===== config.mk =====
export PLATFORM = sky130hd
export DESIGN_NAME = fsm_state_monitor
export DESIGN_NICKNAME = d
export VERILOG_FILES = /design/src/rtl/fsm_state_monitor.sv
export SDC_FILE = /design/constraint.sdc
export NUM_CORES = 1
export LEC_CHECK = 0
export CAP_MARGIN = 20
export CORE_MARGIN = 2
export CORE_UTILIZATION = 60
export DETAILED_ROUTE_END_ITERATION = 16
export DONT_BUFFER_PORTS = 1
export PLACE_DENSITY = 0.81
export SLEW_MARGIN = 20
export SYNTH_ARGS = -nofsm -noshare
export SYNTH_HDL_FRONTEND = slang
export SYNTH_SLANG_ARGS = --single-unit

===== constraint.sdc =====
create_clock -name clock -period 5.17 [get_ports clock]
set_input_delay 1.034 -clock clock [delete_from_list [all_inputs] [get_ports clock]]
set_output_delay 1.034 -clock clock [all_outputs]
set_load 0.01 [all_outputs]

===== src/rtl/fsm_state_monitor.sv =====
`default_nettype none
// ============================================================================
// Module      : fsm_state_monitor
// Description : Receiver/checker for the 8-bit sync-block FSM state bus.
//               Samples the state code every clock, checks each transition
//               against the legal IDLE..DETECTOR_FINISHED sequence, measures
//               per-state dwell time, counts completed and aborted acquisition
//               cycles and keeps sticky error flags for readout.
//               Optional macro FSM_MON_HISTORY_EN adds an 8-deep transition
//               history FIFO with its read port.
// Revision    : 1.0 - initial release
// ============================================================================
module fsm_state_monitor #(
   parameter int DWELL_W        = 24,
   parameter int TIMEOUT_CYCLES = 1000000,
   parameter int COUNT_W        = 16
) (
   input  logic               clock,
   input  logic               reset_n,
   input  logic [7:0]         state_in,
   input  logic               err_clear,
   output logic [7:0]         cur_state,
   output logic [7:0]         prev_state,
   output logic [DWELL_W-1:0] dwell_count,
   output logic [COUNT_W-1:0] cycle_count,
   output logic [COUNT_W-1:0] abort_count,
   output logic               illegal_pulse,
   output logic               timeout_pulse,
   output logic               err_illegal,
   output logic               err_badcode,
`ifdef FSM_MON_HISTORY_EN
   input  logic               hist_rd,
   output logic               hist_valid,
   output logic [15:0]        hist_data,
   output logic               hist_overflow,
`endif
   output logic               err_timeout
);

   localparam logic [7:0]         c_idle        = 8'd0;
   localparam logic [7:0]         c_last        = 8'd8;
   localparam logic [DWELL_W-1:0] c_dwell_max   = '1;
   localparam logic [DWELL_W-1:0] c_timeout_hit = DWELL_W'(TIMEOUT_CYCLES - 1);

   // Registered state
   logic [7:0]         cur_state_q,     cur_state_d;
   logic [7:0]         prev_state_q,    prev_state_d;
   logic [DWELL_W-1:0] dwell_q,         dwell_d;
   logic [COUNT_W-1:0] cycle_q,         cycle_d;
   logic [COUNT_W-1:0] abort_q,         abort_d;
   logic               illegal_pulse_q, illegal_pulse_d;
   logic               timeout_pulse_q, timeout_pulse_d;
   logic               err_illegal_q,   err_illegal_d;
   logic               err_badcode_q,   err_badcode_d;
   logic               err_timeout_q,   err_timeout_d;

   // Event decode
   logic w_change;
   logic w_in_bad;
   logic w_step_ok;
   logic w_to_idle;
   logic w_illegal;
   logic w_badcode;
   logic w_cycle_done;
   logic w_abort;
   logic w_timeout;

   // Classify the sampled code against the currently held state
   always_comb begin
      w_change     = (state_in != cur_state_q);
      w_in_bad     = (state_in > c_last);
      w_step_ok    = (cur_state_q < c_last) && (state_in == (cur_state_q + 8'd1));
      w_to_idle    = (state_in == c_idle);
      // Any return to IDLE is legal; only 8->0 completes a cycle and only
      // 1..7->0 is an abort (leaving a bad code for IDLE counts as neither).
      w_illegal    = w_change && !(w_step_ok || w_to_idle);
      w_badcode    = w_change && w_in_bad;
      w_cycle_done = w_change && w_to_idle && (cur_state_q == c_last);
      w_abort      = w_change && w_to_idle && (cur_state_q != c_idle) &&
                     (cur_state_q < c_last);
      // A change on the same edge wins over a pending timeout
      w_timeout    = !w_change && (cur_state_q != c_idle) &&
                     (dwell_q == c_timeout_hit);
   end

   // Next-state values for tracking, counters, pulses and sticky flags
   always_comb begin
      cur_state_d     = cur_state_q;
      prev_state_d    = prev_state_q;
      dwell_d         = dwell_q;
      cycle_d         = cycle_q;
      abort_d         = abort_q;
      illegal_pulse_d = w_illegal;
      timeout_pulse_d = w_timeout;

      if (w_change) begin
         prev_state_d = cur_state_q;
         cur_state_d  = state_in;
         dwell_d      = '0;
      end else if (dwell_q != c_dwell_max) begin
         dwell_d = dwell_q + DWELL_W'(1);
      end

      if (w_cycle_done) begin
         cycle_d = cycle_q + COUNT_W'(1);
      end
      if (w_abort) begin
         abort_d = abort_q + COUNT_W'(1);
      end

      // Set has priority over a coincident clear
      err_illegal_d = (err_illegal_q & ~err_clear) | w_illegal;
      err_badcode_d = (err_badcode_q & ~err_clear) | w_badcode;
      err_timeout_d = (err_timeout_q & ~err_clear) | w_timeout;
   end

   // Monitor registers
   always_ff @(posedge clock or negedge reset_n) begin
      if (!reset_n) begin
         cur_state_q     <= c_idle;
         prev_state_q    <= c_idle;
         dwell_q         <= '0;
         cycle_q         <= '0;
         abort_q         <= '0;
         illegal_pulse_q <= 1'b0;
         timeout_pulse_q <= 1'b0;
         err_illegal_q   <= 1'b0;
         err_badcode_q   <= 1'b0;
         err_timeout_q   <= 1'b0;
      end else begin
         cur_state_q     <= cur_state_d;
         prev_state_q    <= prev_state_d;
         dwell_q         <= dwell_d;
         cycle_q         <= cycle_d;
         abort_q         <= abort_d;
         illegal_pulse_q <= illegal_pulse_d;
         timeout_pulse_q <= timeout_pulse_d;
         err_illegal_q   <= err_illegal_d;
         err_badcode_q   <= err_badcode_d;
         err_timeout_q   <= err_timeout_d;
      end
   end

   assign cur_state     = cur_state_q;
   assign prev_state    = prev_state_q;
   assign dwell_count   = dwell_q;
   assign cycle_count   = cycle_q;
   assign abort_count   = abort_q;
   assign illegal_pulse = illegal_pulse_q;
   assign timeout_pulse = timeout_pulse_q;
   assign err_illegal   = err_illegal_q;
   assign err_badcode   = err_badcode_q;
   assign err_timeout   = err_timeout_q;

`ifdef FSM_MON_HISTORY_EN
   logic [15:0] hist_mem_q [8];
   logic [2:0]  hist_wr_q,  hist_wr_d;
   logic [2:0]  hist_rd_q,  hist_rd_d;
   logic [3:0]  hist_cnt_q, hist_cnt_d;
   logic        hist_ovf_q, hist_ovf_d;
   logic        w_push;
   logic        w_pop;
   logic        w_full;

   // FIFO pointer and occupancy update; a push into a full FIFO without a
   // pop overwrites the oldest entry and drags the read pointer along
   always_comb begin
      w_push     = w_change;
      w_pop      = hist_rd && (hist_cnt_q != 4'd0);
      w_full     = (hist_cnt_q == 4'd8);
      hist_wr_d  = hist_wr_q;
      hist_rd_d  = hist_rd_q;
      hist_cnt_d = hist_cnt_q;
      hist_ovf_d = (hist_ovf_q & ~err_clear) | (w_push && w_full && !w_pop);

      if (w_push && w_pop) begin
         hist_wr_d = hist_wr_q + 3'd1;
         hist_rd_d = hist_rd_q + 3'd1;
      end else if (w_push) begin
         hist_wr_d = hist_wr_q + 3'd1;
         if (w_full) begin
            hist_rd_d = hist_rd_q + 3'd1;
         end else begin
            hist_cnt_d = hist_cnt_q + 4'd1;
         end
      end else if (w_pop) begin
         hist_rd_d  = hist_rd_q + 3'd1;
         hist_cnt_d = hist_cnt_q - 4'd1;
      end
   end

   // FIFO control registers
   always_ff @(posedge clock or negedge reset_n) begin
      if (!reset_n) begin
         hist_wr_q  <= 3'd0;
         hist_rd_q  <= 3'd0;
         hist_cnt_q <= 4'd0;
         hist_ovf_q <= 1'b0;
      end else begin
         hist_wr_q  <= hist_wr_d;
         hist_rd_q  <= hist_rd_d;
         hist_cnt_q <= hist_cnt_d;
         hist_ovf_q <= hist_ovf_d;
      end
   end

   // FIFO storage: each accepted change records {old state, new state}
   always_ff @(posedge clock or negedge reset_n) begin
      if (!reset_n) begin
         for (int i = 0; i < 8; i++) begin
            hist_mem_q[i] <= 16'd0;
         end
      end else if (w_push) begin
         hist_mem_q[hist_wr_q] <= {cur_state_q, state_in};
      end
   end

   assign hist_valid    = (hist_cnt_q != 4'd0);
   assign hist_data     = hist_mem_q[hist_rd_q];
   assign hist_overflow = hist_ovf_q;
`endif

endmodule
`default_nettype wire


==> run summary <==
Status - complete, no violations
Fill cell count - 529
Worst-Skew Late Latency - 340 ps
Start point of the critical path - state_in[7]
Max-slew violation count - 0
Die area - 7141 um^2
# DRC - 0
Post-synth top cells - dfrtp_1, nand2_1, nor2_1, xnor2_1
Netlist Area Pre-Place - 3889 um^2
Finished Core Util - 64.25%
Crit path time final - 2692 ps
Final worst-path cycle share - 52.06%
# setup viols final - 0
I/O Buffers - 0
Final WL - 8.087 mm
Critical path class - in2reg
Worst-path maximum fanout - 30
Syn Area/Cell - 9.971 um^2
Most frequent cell after synthesis - dfrtp_1
CTS sink cnt - 77
Routed WL per cell - 17.43 um
Switching Fraction - 21.87%
Critical Path End Type - register
Lkg Pwr - 0.001759 uW
Synth area leader - dfrtp_1
Final HPWL DP - 5.748 mm
Initial Util - 61.59%
Buf+Inv Stages, Crit Path - 1
Area delta synth->final - 4.311%
Post-CTS Setup Inserts - 0
Max cap viols - 0
Worst-margin pin slew - 902.2 ps
Highest Clock Rate - 371.5 MHz
Post-synth top area share - 49.55%
Unique masters post-synth - 52
Comb power frac - 2.6%
Register clock-pin slew on the reported worst setup and hold paths - 70 ps
Final GP Congestion - 0.7989
FF-to-FF path depth - 6
Synth area leaders - dfrtp_1, xnor2_1, xor2_1
Initial antenna violation count - 0
WP depth - 6
Worst path cell trace - xnor2_1 > nand4_1 > or2_1 > buf_4 > or4_1 > nand2_1
Placeable Area - 6314 um^2
Die Wd - 84.51 um
Layout Cells excl Fill - 464
Post-synth EDFFs - 0
Fin Clk Skew - 9.221 ps
Crit start category - primary input
Initial DRC count - 165
1st-pass router iterations - 5
Critical Path RT - 5440 ps
P_sw - 226.1 uW
Sequential power share - 60.3%
Clk pwr share - 37.1%
CTS resizes - 0
RSZ-0062 raised after global routing - no
Row cnt - 29
Pint - 807.7 uW
Seq/Total Area, Yosys - 49.55%
Num CTS Buffers - 9
H-tree Lvls - 3
Most used flip-flop cell after synthesis - dfrtp_1
PwrDens - 254.9 nW/um^2
Vias in the first global route - 2727
Setup TNS - 0 ps
CTS tree - done
Seq cells post-synth - 77
CTS root buffer - clkbuf_8
Worst setup margin - 2478 ps
Share of cells above drive strength 1 - 7.752%
Min-Delay Path Class - in2async
First-pass GRT wire length - 13.43 mm
Slew headroom - 39.63%
I/O Pins - 88
Asr flop ratio synth - 100.0%
Antenna diodes - 0
Fin nets - 399
Synth warn - 0
CP peak stage delay - 520 ps
Endpoints failing hold - 0
Total gr overflow - 0
Syn_nets - 406
Placed insts - 449
Worst r2r src - cur_state[7]
Tot GR Track Use - 23.44%
Hold_buf cts - 0
Slowest cell on crit path - or4_1
Placed cell areas - 3896 um^2
Largest net degree at the start of global routing - 78
Clock buffer depth - 2
Routed vias/inst - 6.300
Placement Setup Slack - 2175 ps
VDD IR max - 0.1656 mV
Post-route ant nets - 0
Vias - 2923
Crit path DAT - 2960 ps
Die Ht - 84.51 um
Post-route design area - 4056 um^2
CP top delay family - simple AND/OR/NAND/NOR gates
Synth Instances - 390
==> layout make-up <==
type	count	area, um^2	share of cell area [%]
Tap cell	77	96.34	2.375
Clock buffer	14	152.6	3.763
Timing Repair Buffer	1	7.507	0.1851
Sequential cell	77	1927	47.50
Clock inverter	1	7.507	0.1851
Inverter	11	41.29	1.018
Multi-Input combinational cell	283	1824	44.97
==> registers in the layout, indices dropped and copies added (netlist names) <==
name / count
dwell_count: 24
err_badcode: 1
illegal_pulse: 1
err_illegal: 1
timeout_pulse: 1
cur_state: 8
err_timeout: 1
abort_count: 16
cycle_count: 16
prev_state: 8
==> per-stage QoR <==
| stage | total power (uW) | hold slack (ps) |
|---|---|---|
| floorplan | 657.4 | 503.9 |
| global placement | 659.9 | 519.6 |
| detailed placement | 661.2 | 523.8 |
| CTS | 1042 | 369.7 |
| global route | 1071 | 366.2 |
| finish | 1034 | 381.2 |
==> placed cells by master, fill, tap and decap left out, drive strengths merged, types with 2 or more instances in the layout <==
master,instances
a21oi,10
a31oi,2
and2,2
and3,10
and4,7
clkbuf,14
dfrtp,77
ha,5
inv,11
mux2,2
mux2i,3
nand2,44
nand3,21
nand3b,2
nand4,18
nor2,28
nor3,18
nor4,7
nor4b,4
o2111ai,2
o21ai,14
o31ai,3
or2,4
or3,10
or4,4
xnor2,28
xor2,21
==> path summary, 6_finish.rpt <==
path	to	slack (ps)
setup / recovery	dwell_count[17]	2480
hold / removal	cycle_count[9]	380
setup reg to reg	dwell_count[17]	2670
hold reg to reg	abort_count[15]	540
max in group asynchronous	dwell_count[16]	4660
min in group clock	abort_count[15]	540
==> cells by family after synthesis <==
kind of cell	after synthesis	share of synthesized area (%)
flip-flops	77	49.55
adder cells (fa/ha/maj)	5	1.609
multiplexers	5	1.351
AND/OR/NAND/NOR	184	26.13
buffers and inverters	30	3.539
AO/OA/AOI/OAI	40	6.789
XOR/XNOR	49	11.04
==> power by group through the flow <==
stage | combinational [uW] | sequential, uW | clock, uW
finish | 26.8 | 623 | 384
global route | 29.5 | 624 | 417
CTS | 26.6 | 623 | 393
detailed placement | 26.5 | 635 | 0
global placement | 25.4 | 634 | 0
floorplan | 26.6 | 631 | 0
==> metal layers <==
metal,vias up,track usage (%),part of all wire (%)
li1,1369,-,-
met1,1430,31.86,45
met2,109,36.01,46
met3,15,6.293,6.7
met4,0,9.380,2.2
met5,-,0,0
(Power assumes the default switching activity.)
